**config.mk**
```make
export PLATFORM = sky130hd
export DESIGN_NAME = hazard_stall_unit_flat
export DESIGN_NICKNAME = d
export VERILOG_FILES = /design/src/rtl/hazard_stall_if.sv /design/src/rtl/hazard_stall_unit.sv /design/src/flat_wrapper.sv
export SDC_FILE = /design/constraint.sdc
export NUM_CORES = 1
export LEC_CHECK = 0
export ABC_AREA = 1
export ABC_CLOCK_PERIOD_IN_PS = 1750
export BUFFER_PORTS_ARGS = -buffer_cell sky130_fd_sc_hd__buf_2
export CAP_MARGIN = 20
export CORE_AREA = 2 2 39 41
export CTS_BUF_LIST = sky130_fd_sc_hd__clkbuf_8 sky130_fd_sc_hd__clkbuf_16
export DETAILED_ROUTE_END_ITERATION = 10
export DIE_AREA = 0 0 41 43
export PLACE_DENSITY = 0.83
export REMOVE_ABC_BUFFERS = 1
export SETUP_SLACK_MARGIN = 0.15
export SYNTH_ARGS = -nofsm -noshare
export SYNTH_HDL_FRONTEND = slang
export SYNTH_SLANG_ARGS = --single-unit
```
**constraint.sdc**
```tcl
create_clock -name clk -period 1.75 [get_ports clk]
set_input_delay 0.2625 -clock clk [delete_from_list [all_inputs] [get_ports clk]]
set_output_delay 0.2625 -clock clk [all_outputs]
set_load 0.05 [all_outputs]
```
**src/rtl/hazard_stall_if.sv**
```systemverilog
`default_nettype none
// ============================================================================
//  Module   : hazard_stall_if
//  Brief    : Pipeline-side signal bundle for hazard_stall_unit. When
//             STALL_STATS_EN is defined it also carries the stall counters.
//  Revision : 1.0 - initial release
// ============================================================================
interface hazard_stall_if #(
    parameter int CNT_W = 16
);
    logic [4:0] if_id_rs;
    logic [4:0] if_id_rt;
    logic       id_uses_rt;
    logic       id_reads_hilo;
    logic       id_is_mdu;
    logic       id_ex_mem_read;
    logic [4:0] id_ex_rt;
    logic       ex_mdu_start;
    logic       ex_branch_taken;
    logic       pc_write;
    logic       if_id_write;
    logic       id_ex_bubble;
    logic       if_id_flush;
    logic       mdu_busy;
`ifdef STALL_STATS_EN
    logic [CNT_W-1:0] load_stall_cnt;
    logic [CNT_W-1:0] mdu_stall_cnt;
`endif

    if (CNT_W < 1) begin : g_bad_cnt_w
        $error("hazard_stall_if: CNT_W must be at least 1");
    end

    modport master (
        output if_id_rs, if_id_rt, id_uses_rt, id_reads_hilo, id_is_mdu,
        output id_ex_mem_read, id_ex_rt, ex_mdu_start, ex_branch_taken,
        input  pc_write, if_id_write, id_ex_bubble, if_id_flush, mdu_busy
`ifdef STALL_STATS_EN
        , input load_stall_cnt, mdu_stall_cnt
`endif
    );

    modport slave (
        input  if_id_rs, if_id_rt, id_uses_rt, id_reads_hilo, id_is_mdu,
        input  id_ex_mem_read, id_ex_rt, ex_mdu_start, ex_branch_taken,
        output pc_write, if_id_write, id_ex_bubble, if_id_flush, mdu_busy
`ifdef STALL_STATS_EN
        , output load_stall_cnt, mdu_stall_cnt
`endif
    );
endinterface
`default_nettype wire

```
**src/rtl/hazard_stall_unit.sv**
```systemverilog
`default_nettype none
// ============================================================================
//  Module   : hazard_stall_unit
//  Brief    : Load-use / MDU-busy stall and taken-branch flush control.
//             Optional STALL_STATS_EN adds saturating per-cause stall counters.
//  Revision : 1.0 - initial release
// ============================================================================
module hazard_stall_unit #(
    parameter int MDU_LAT = 4,
    parameter int CNT_W   = 16
) (
    input  wire logic     clk,
    input  wire logic     rst,
    hazard_stall_if.slave hz
);
    if (MDU_LAT < 2 || MDU_LAT > 15 || CNT_W < 1) begin : g_bad_param
        $error("hazard_stall_unit: MDU_LAT must be 2..15 and CNT_W >= 1");
    end

    localparam logic [3:0] C_MDU_START_CNT = 4'(MDU_LAT - 1);

    typedef enum logic [0:0] {
        ST_IDLE = 1'b0,
        ST_BUSY = 1'b1
    } state_t;

    state_t     r_state;
    state_t     w_state_nxt;
    logic [3:0] r_mdu_cnt;
    logic [3:0] w_mdu_cnt_nxt;
    logic       r_rst_hold;

    logic       w_load_use;
    logic       w_mdu_busy;
    logic       w_mdu_stall;
    logic       w_stall;

    // r_rst_hold keeps the outputs in their reset pattern from reset
    // assertion until the first clock edge after release.
    always_ff @(posedge clk or posedge rst) begin
        if (rst) begin
            r_state    <= ST_IDLE;
            r_mdu_cnt  <= 4'd0;
            r_rst_hold <= 1'b1;
        end else begin
            r_state    <= w_state_nxt;
            r_mdu_cnt  <= w_mdu_cnt_nxt;
            r_rst_hold <= 1'b0;
        end
    end

    always_comb begin
        w_state_nxt   = r_state;
        w_mdu_cnt_nxt = r_mdu_cnt;
        case (r_state)
            ST_IDLE: begin
                if (hz.ex_mdu_start) begin
                    w_state_nxt   = ST_BUSY;
                    w_mdu_cnt_nxt = C_MDU_START_CNT;
                end
            end
            ST_BUSY: begin
                if (hz.ex_mdu_start) begin
                    w_mdu_cnt_nxt = C_MDU_START_CNT;
                end else if (r_mdu_cnt <= 4'd1) begin
                    w_state_nxt   = ST_IDLE;
                    w_mdu_cnt_nxt = 4'd0;
                end else begin
                    w_mdu_cnt_nxt = r_mdu_cnt - 4'd1;
                end
            end
            default: begin
                w_state_nxt   = ST_IDLE;
                w_mdu_cnt_nxt = 4'd0;
            end
        endcase
    end

    // Register 0 is hard-wired, so a load targeting it never creates a hazard.
    assign w_load_use  = hz.id_ex_mem_read && (hz.id_ex_rt != 5'd0) &&
                         ((hz.id_ex_rt == hz.if_id_rs) ||
                          (hz.id_uses_rt && (hz.id_ex_rt == hz.if_id_rt)));
    assign w_mdu_busy  = (r_state == ST_BUSY);
    assign w_mdu_stall = w_mdu_busy && (hz.id_reads_hilo || hz.id_is_mdu);
    assign w_stall     = (w_load_use || w_mdu_stall) && !hz.ex_branch_taken;

    always_comb begin
        hz.pc_write     = !w_stall;
        hz.if_id_write  = !w_stall;
        hz.id_ex_bubble = w_stall || hz.ex_branch_taken;
        hz.if_id_flush  = hz.ex_branch_taken;
        hz.mdu_busy     = w_mdu_busy;
        if (r_rst_hold) begin
            hz.pc_write     = 1'b0;
            hz.if_id_write  = 1'b0;
            hz.id_ex_bubble = 1'b1;
            hz.if_id_flush  = 1'b1;
        end
    end

`ifdef STALL_STATS_EN
    logic [CNT_W-1:0] r_load_stall_cnt;
    logic [CNT_W-1:0] r_mdu_stall_cnt;

    always_ff @(posedge clk or posedge rst) begin
        if (rst) begin
            r_load_stall_cnt <= '0;
            r_mdu_stall_cnt  <= '0;
        end else if (!r_rst_hold && w_stall) begin
            if (w_load_use && !(&r_load_stall_cnt)) begin
                r_load_stall_cnt <= r_load_stall_cnt + 1'b1;
            end
            if (w_mdu_stall && !(&r_mdu_stall_cnt)) begin
                r_mdu_stall_cnt <= r_mdu_stall_cnt + 1'b1;
            end
        end
    end

    assign hz.load_stall_cnt = r_load_stall_cnt;
    assign hz.mdu_stall_cnt  = r_mdu_stall_cnt;
`endif

    a_no_start_while_busy : assert property (
        @(posedge clk) disable iff (rst) !(hz.ex_mdu_start && w_mdu_busy)
    ) else $error("hazard_stall_unit: ex_mdu_start while MDU busy");

    a_no_start_with_branch : assert property (
        @(posedge clk) disable iff (rst) !(hz.ex_mdu_start && hz.ex_branch_taken)
    ) else $error("hazard_stall_unit: ex_mdu_start with ex_branch_taken");

endmodule
`default_nettype wire

```
**src/flat_wrapper.sv**
```systemverilog
// flat-port wrapper written by rule: the top's interface ports become plain ports
module hazard_stall_unit_flat 
#(
    parameter int MDU_LAT = 4,
    parameter int CNT_W   = 16
)
  (clk, rst, hz_if_id_rs, hz_if_id_rt, hz_id_uses_rt, hz_id_reads_hilo, hz_id_is_mdu, hz_id_ex_mem_read, hz_id_ex_rt, hz_ex_mdu_start, hz_ex_branch_taken, hz_pc_write, hz_if_id_write, hz_id_ex_bubble, hz_if_id_flush, hz_mdu_busy);
  hazard_stall_if #(.CNT_W(CNT_W)) hz_i ();
  input  wire logic clk;
  input  wire logic rst;
  input wire logic [$bits(hz_i.if_id_rs)-1:0] hz_if_id_rs;
  input wire logic [$bits(hz_i.if_id_rt)-1:0] hz_if_id_rt;
  input wire logic [$bits(hz_i.id_uses_rt)-1:0] hz_id_uses_rt;
  input wire logic [$bits(hz_i.id_reads_hilo)-1:0] hz_id_reads_hilo;
  input wire logic [$bits(hz_i.id_is_mdu)-1:0] hz_id_is_mdu;
  input wire logic [$bits(hz_i.id_ex_mem_read)-1:0] hz_id_ex_mem_read;
  input wire logic [$bits(hz_i.id_ex_rt)-1:0] hz_id_ex_rt;
  input wire logic [$bits(hz_i.ex_mdu_start)-1:0] hz_ex_mdu_start;
  input wire logic [$bits(hz_i.ex_branch_taken)-1:0] hz_ex_branch_taken;
  output wire logic [$bits(hz_i.pc_write)-1:0] hz_pc_write;
  output wire logic [$bits(hz_i.if_id_write)-1:0] hz_if_id_write;
  output wire logic [$bits(hz_i.id_ex_bubble)-1:0] hz_id_ex_bubble;
  output wire logic [$bits(hz_i.if_id_flush)-1:0] hz_if_id_flush;
  output wire logic [$bits(hz_i.mdu_busy)-1:0] hz_mdu_busy;
  assign hz_i.if_id_rs = hz_if_id_rs;
  assign hz_i.if_id_rt = hz_if_id_rt;
  assign hz_i.id_uses_rt = hz_id_uses_rt;
  assign hz_i.id_reads_hilo = hz_id_reads_hilo;
  assign hz_i.id_is_mdu = hz_id_is_mdu;
  assign hz_i.id_ex_mem_read = hz_id_ex_mem_read;
  assign hz_i.id_ex_rt = hz_id_ex_rt;
  assign hz_i.ex_mdu_start = hz_ex_mdu_start;
  assign hz_i.ex_branch_taken = hz_ex_branch_taken;
  assign hz_pc_write = hz_i.pc_write;
  assign hz_if_id_write = hz_i.if_id_write;
  assign hz_id_ex_bubble = hz_i.id_ex_bubble;
  assign hz_if_id_flush = hz_i.if_id_flush;
  assign hz_mdu_busy = hz_i.mdu_busy;
  hazard_stall_unit #(.MDU_LAT(MDU_LAT), .CNT_W(CNT_W)) u_core (.clk(clk), .rst(rst), .hz(hz_i));
endmodule
```
==> results_dict.tcl, run 1 <==
set metrics [dict create \
    status "finished, final reports clean" \
    cpLargestDelayFamily "flip-flops" \
    antenna_found_initial 0 \
    ir_drop_uv 614.5 \
    final_cells 138 \
    max_stage_delay_ns 0.42 \
    port-buffer-count 27 \
    synthTopCellsByArea "dfrtp_1 23%, nand2_1 22%, inv_1 13%" \
    rsz0062_at_grt "no" \
    switchingPower_mw 0.3102 \
    synth_warnings 0 \
    ant_nets 0 \
    crit_slowest_cell "dfrtp_1" \
    ys_ff_latch 6 \
    clkLatencyLatePin_ns 0.23 \
    hold_ws_ns 0.2506 \
    crit_fanout 6 \
    fin_area_um2 757.0 \
    hold_viol 0 \
    synth_top_family_by_area "simple AND/OR/NAND/NOR gates" \
    drtIter0Drc 15 \
    antenna_cells 0 \
    vias_per_cell 4.449 \
    drive_gt1_share_pct 31.97 \
    final_core_utilization_pct 54.70 \
    p_clk_share_pct 27.9 \
    worstPathBufferInverterCount 1 \
    start_util_pct 38.79 \
    grt_max_degree 7 \
    arrival_ns 1.24 \
    period_minus_slack_ns 1.503 \
    rows 14 \
    hp-class "in2reg" \
    area_delta_synth_final_pct 41.03 \
    critical_path.cell_chain "o21ai_1, nand2_2, a21oi_2, buf_6" \
    vias 614 \
    placed_area_um2 684.4 \
    wl_per_cell_um 8.239 \
    synth_top_area_cell "dfrtp_1" \
    cts_buffers 3 \
    use_met2_pct 23.44 \
    crit_type "reg2out" \
    maxSlewViolCount 0 \
    synth.avg_cell_area_um2 5.899 \
    max_freq_mhz 665.4 \
    syn_area_um2 536.8 \
    grt_usage_pct 14.20 \
    clock_sinks 6 \
    synthAdderAreaFrac_pct 4.662 \
    async_reset_ff_share_pct 100.0 \
    ys.flop_type "dfrtp_1" \
    cts_buffer_depth 2 \
    drc 0 \
    clock-root-buffer "clkbuf_8" \
    top_usage_layer "met2" \
    synth_compound_area_share_pct 9.790 \
    path_clk_slew_ns 0.03 \
    p_leak_nw 0.4749 \
    synth_edf_count 0 \
    synthXorXnorAreaFrac_pct 4.895 \
    tritoncts "yes" \
    grt_pass1_wl_mm 1.676 \
    power_density_mw_per_mm2 1008 \
    post_cts_buffers 0 \
    pwr-share-comb_pct 42.4 \
    use_met1_pct 14.62 \
    netlist-cell-type-count 18 \
    yosysTopAreaCellShare_pct 23.31 \
    grt_pass1_vias 485 \
    dp_slack_ns 0.2176 \
    seq_area_frac_synth_pct 28.21 \
    fin_skew_ns 0.006387 \
    dieArea_mm2 0.001763 \
    start_kind "flop" \
    dr.pass1.iters 4 \
    final_nets 148 \
    grt.overflow.total 0 \
    required_ns 1.49 \
    io_pins 28 \
    gp_congestion 0.7201 \
    dp_hpwl_um 948.9 \
    power_frac_seq_pct 29.7 \
    post-route-period-util_pct 85.88 \
    setup_slack_ns 0.2470 \
    end_kind "output pin" \
    setup_violations 0 \
    synth.area.mux_share_pct 0 \
    internal_power_mw 0.4530 \
    h-tree-depth 1 \
    dp_cells 133 \
    die_w_um 41 \
    globalRouteMet3Util_pct 3.141 \
    fp.coreArea_mm2 0.001384 \
    routed_wl_mm 1.137 \
    chipHeight_um 43 \
    final.fill_count 143 \
    synthSimpleGateAreaFrac_pct 34.97 \
    synth_cells 91 \
    drv_cap 0 \
    swShare_pct 40.64 \
]
==> state kept, by name, summed over array words and instances, names as in the netlist <==
register / flops
u_core.r_mdu_cnt: 4
u_core.hz.mdu_busy: 1
u_core.r_rst_hold: 1
==> worst register-to-register path: stages, from the launching register on <==
cell     delay [ns]
dfrtp_1        0.40
inv_1          0.06
ha_1           0.21
o21ai_0        0.24
nand3_1        0.12
o21ai_0        0.19
==> cells in the mapped netlist, types with 2 or more instances <==
library cell,instances
dfrtp_1,5
ha_1,2
nand3_1,6
inv_2,3
nor2_1,8
xnor2_1,3
inv_1,19
o21ai_0,5
nand2_1,31
==> per-stage QoR <==
| step | setup TNS [ns] | power (mW) |
|---|---|---|
| 2_1_floorplan | -0.5406 | 0.4506 |
| 3_3_place_gp | 0 | 0.5300 |
| 3_5_place_dp | 0 | 0.5388 |
| 4_1_cts | 0 | 0.7581 |
| 5_1_grt | 0 | 0.8280 |
| 6_report | 0 | 0.7632 |
==> cell type report <==
| type | instances | area (um2) | share of cell area [%] |
|---|---|---|---|
| multi-input cells | 62 | 300.3 | 39.67 |
| repair buffers | 28 | 157.7 | 20.83 |
| flip-flops and latches | 6 | 151.4 | 20.00 |
| inverters | 22 | 82.58 | 10.91 |
| clock buffers | 3 | 41.29 | 5.455 |
| well taps | 16 | 20.02 | 2.645 |
| clock inverters | 1 | 3.754 | 0.4959 |
==> layer usage <==
metal  up-vias  share of wire (%)
li1        333                  -
met1       252                 42
met2        26                 47
met5         -                  0
met4         0                2.4
met3         3                8.8
==> placed cells by master, fill, tap and decap left out, types with 3 or more instances in the layout <==
master / instances
inv_1: 18
nor2_1: 8
o21ai_0: 4
clkbuf_8: 3
xnor2_1: 3
nand2_1: 29
buf_2: 25
dfrtp_1: 5
nand3_1: 6
inv_2: 5
==> power groups by stage <==
stage | clock network, mW | registers, mW | logic [mW]
2_1_floorplan | 0 | 0.253 | 0.198
3_3_place_gp | 0 | 0.226 | 0.304
3_5_place_dp | 0 | 0.229 | 0.310
4_1_cts | 0.219 | 0.227 | 0.312
5_1_grt | 0.228 | 0.235 | 0.365
6_report | 0.213 | 0.227 | 0.324
==> cells by family after synthesis <==
logic type,Yosys count
adders and majority gates,2
xor gates and xnor gates,3
other,1
and+or+nand+nor,47
buffers and inverters,23
AOI/OAI and AO/OA,9
DFF,6
==> worst paths after layout <==
check / cells past startpoint / startpoint / slack (ns) / end
max: 4 / u_core.hz.mdu_busy / 0.25 / hz_if_id_write
min: 3 / hz_ex_mdu_start / 0.25 / u_core.r_mdu_cnt[0]
max reg2reg: 5 / u_core.r_mdu_cnt[0] / 0.45 / u_core.r_mdu_cnt[3]
min reg2reg: 1 / u_core.r_mdu_cnt[0] / 0.56 / u_core.r_mdu_cnt[0]
max in group asynchronous: 3 / rst / 0.98 / u_core.r_rst_hold
min in group asynchronous: 3 / rst / 0.51 / u_core.r_mdu_cnt[1]
==> repair_timing <==
action                                  4_1_cts  5_1_grt
hold endpoints to repair                      5        0
endpoints found under the setup margin        0        2
hold buffers                                  1        0
gates resized for setup                       0       11
Note: power is estimated with default switching activity, not from simulation.
==> run 2, diff against run 1 <==
==> constraint.sdc (replaced) <==
create_clock -name clk -period 1.75 [get_ports clk]
set_input_delay 0 -clock clk [delete_from_list [all_inputs] [get_ports clk]]
set_output_delay 0 -clock clk [all_outputs]
set_load 0.05 [all_outputs]
==> run 2 against run 1 <==
Wire length up 4.8%. Fmax rose by 16%. Largest cell class unchanged. Die area unchanged. Final cell count up 0.72%. Hold slack lost 0.0028 ns. Global-route usage grew 1.3 points. Largest power group unchanged. Non-clock buffer count is 1 higher. Sequential share of layout area is 0.20 points higher. Clock-buffer cell count did not move. Critical path depth stayed put.
==> results_dict.tcl, run 2 (synthesis results as in run 1) <==
set metrics [dict create \
    fp.coreArea_mm2 0.001384 \
    p_leak_nw 0.4771 \
    rows 14 \
    drv_cap 0 \
    regArea_um2 151.4 \
    internal_power_mw 0.4448 \
    start_kind "flop" \
    drive_gt1_share_pct 28.46 \
    hp-class "in2async" \
    rsz0062_at_grt "no" \
    status "finished, final reports clean" \
    final_common_cell "nand2_1" \
    clkLatencyLatePin_ns 0.23 \
    dieArea_mm2 0.001763 \
    cts_buffers 3 \
    wl_per_cell_um 8.576 \
    gp_congestion 0.7404 \
    r2r_slack_ns 0.47 \
    path_clk_slew_ns 0.04 \
    post-route-period-util_pct 74.32 \
    rr_worst_depth 5 \
    largest_reg_flops 4 \
    maxSlewViolCount 0 \
    p_clk_share_pct 29.0 \
    max_freq_mhz 768.8 \
    top_usage_layer "met2" \
    area_delta_synth_final_pct 39.63 \
    grt_usage_pct 15.50 \
    multiInputGateArea_um2 295.3 \
    globalRouteMet3Util_pct 3.665 \
    period_minus_slack_ns 1.301 \
    fin_skew_ns 0.004131 \
    grt_max_degree 7 \
    dp_cells 133 \
    final_core_utilization_pct 54.16 \
    tns_ns 0 \
    end_kind "output pin" \
    required_ns 1.75 \
    swShare_pct 41.49 \
    use_met2_pct 25.62 \
    hold_viol 0 \
    hold_ws_ns 0.2479 \
    most-common-layout-cells "31 x nand2_1, 27 x buf_2, 20 x inv_1" \
    placed_area_um2 684.4 \
    switchingPower_mw 0.3154 \
    die_w_um 41 \
    grt_pass1_vias 544 \
    fin_area_um2 749.5 \
    vias_per_cell 4.453 \
    port-buffer-count 27 \
    power_frac_seq_pct 29.8 \
    clock-root-buffer "clkbuf_8" \
    worstReg2RegStart "u_core.r_mdu_cnt[0]" \
    io_pins 28 \
    vias 619 \
    grt.overflow.total 0 \
    dp_hpwl_um 968.4 \
    final_nets 149 \
    final_cells 139 \
    clock_sinks 6 \
    cts_buffer_depth 2 \
    antenna_found_initial 0 \
    power_density_mw_per_mm2 1014 \
    grt_pass1_wl_mm 1.869 \
    antenna_cells 0 \
    ant_nets 0 \
    arrival_ns 1.30 \
    tritoncts "yes" \
    drc 0 \
    ir_drop_uv 548.5 \
    pwr-share-comb_pct 41.2 \
    routed_wl_mm 1.192 \
    r2r-end "u_core.r_mdu_cnt[3]" \
    start_util_pct 38.79 \
    dr.pass1.iters 4 \
    crit_fanout 6 \
    setup_violations 0 \
    crit_type "reg2out" \
    drtIter0Drc 9 \
    h-tree-depth 1 \
    top_register "u_core.r_mdu_cnt" \
    chipHeight_um 43 \
    final.fill_count 145 \
    use_met1_pct 15.89 \
]
## run 2: power by group through the flow
| stage | Combinational [mW] | Clock [mW] | Sequential, mW |
|---|---|---|---|
| 5_1_grt | 0.355 | 0.234 | 0.235 |
| 4_1_cts | 0.316 | 0.226 | 0.227 |
| 6_report | 0.313 | 0.221 | 0.227 |
| 3_5_place_dp | 0.312 | 0 | 0.228 |
| 3_3_place_gp | 0.304 | 0 | 0.225 |
| 2_1_floorplan | 0.198 | 0 | 0.253 |
## run 2: critical path, cell delays in order, from the launching register on
cell and delay [ns]:
dfrtp_1 0.42, o21ai_0 0.14, nand2_1 0.11, a21oi_2 0.13, buf_2 0.27
## run 2: through the flow
stage	power [mW]	setup WS [ns]
after global placement	0.5282	0.5401
after global routing	0.8240	0.2681
after CTS	0.7688	0.4476
after detailed placement	0.5392	0.4707
after floorplan	0.4506	-0.007807
final	0.7601	0.4493
## run 2: how the worst max path moves through the flow
stage / from / endpoint / slack (ns) / cells past startpoint
6_report: u_core.hz.mdu_busy / hz_pc_write / 0.45 / 4
5_1_grt: u_core.r_mdu_cnt[0] / u_core.r_mdu_cnt[0] / 0.27 / 5
4_1_cts: u_core.r_mdu_cnt[0] / u_core.r_mdu_cnt[3] / 0.45 / 5
3_5_place_dp: u_core.r_mdu_cnt[0] / u_core.r_mdu_cnt[3] / 0.47 / 5
3_3_place_gp: u_core.r_mdu_cnt[0] / u_core.r_mdu_cnt[3] / 0.54 / 5
2_1_floorplan: u_core.hz.mdu_busy / hz_if_id_write / -0.008 / 3
## run 2: layer usage
metal	vias to the layer above	share of wire [%]
li1	334	-
met1	260	43
met2	22	47
met3	3	8.3
met4	0	1.8
met5	-	0
## run 2: layout make-up
cell class / count / area share (%)
clock buffer: 3 / 5.509
timing repair buffer: 29 / 20.70
inverter: 22 / 11.02
sequential: 6 / 20.20
multi-input combinational: 62 / 39.40
tap: 16 / 2.671
clock inverter: 1 / 0.5008
## run 2: timing repair
item | 4_1_cts | 5_1_grt
hold buffers | 2 | 0
hold endpoints to repair | 7 | 0
setup buffers | 0 | 0
gates resized for setup | 0 | 0
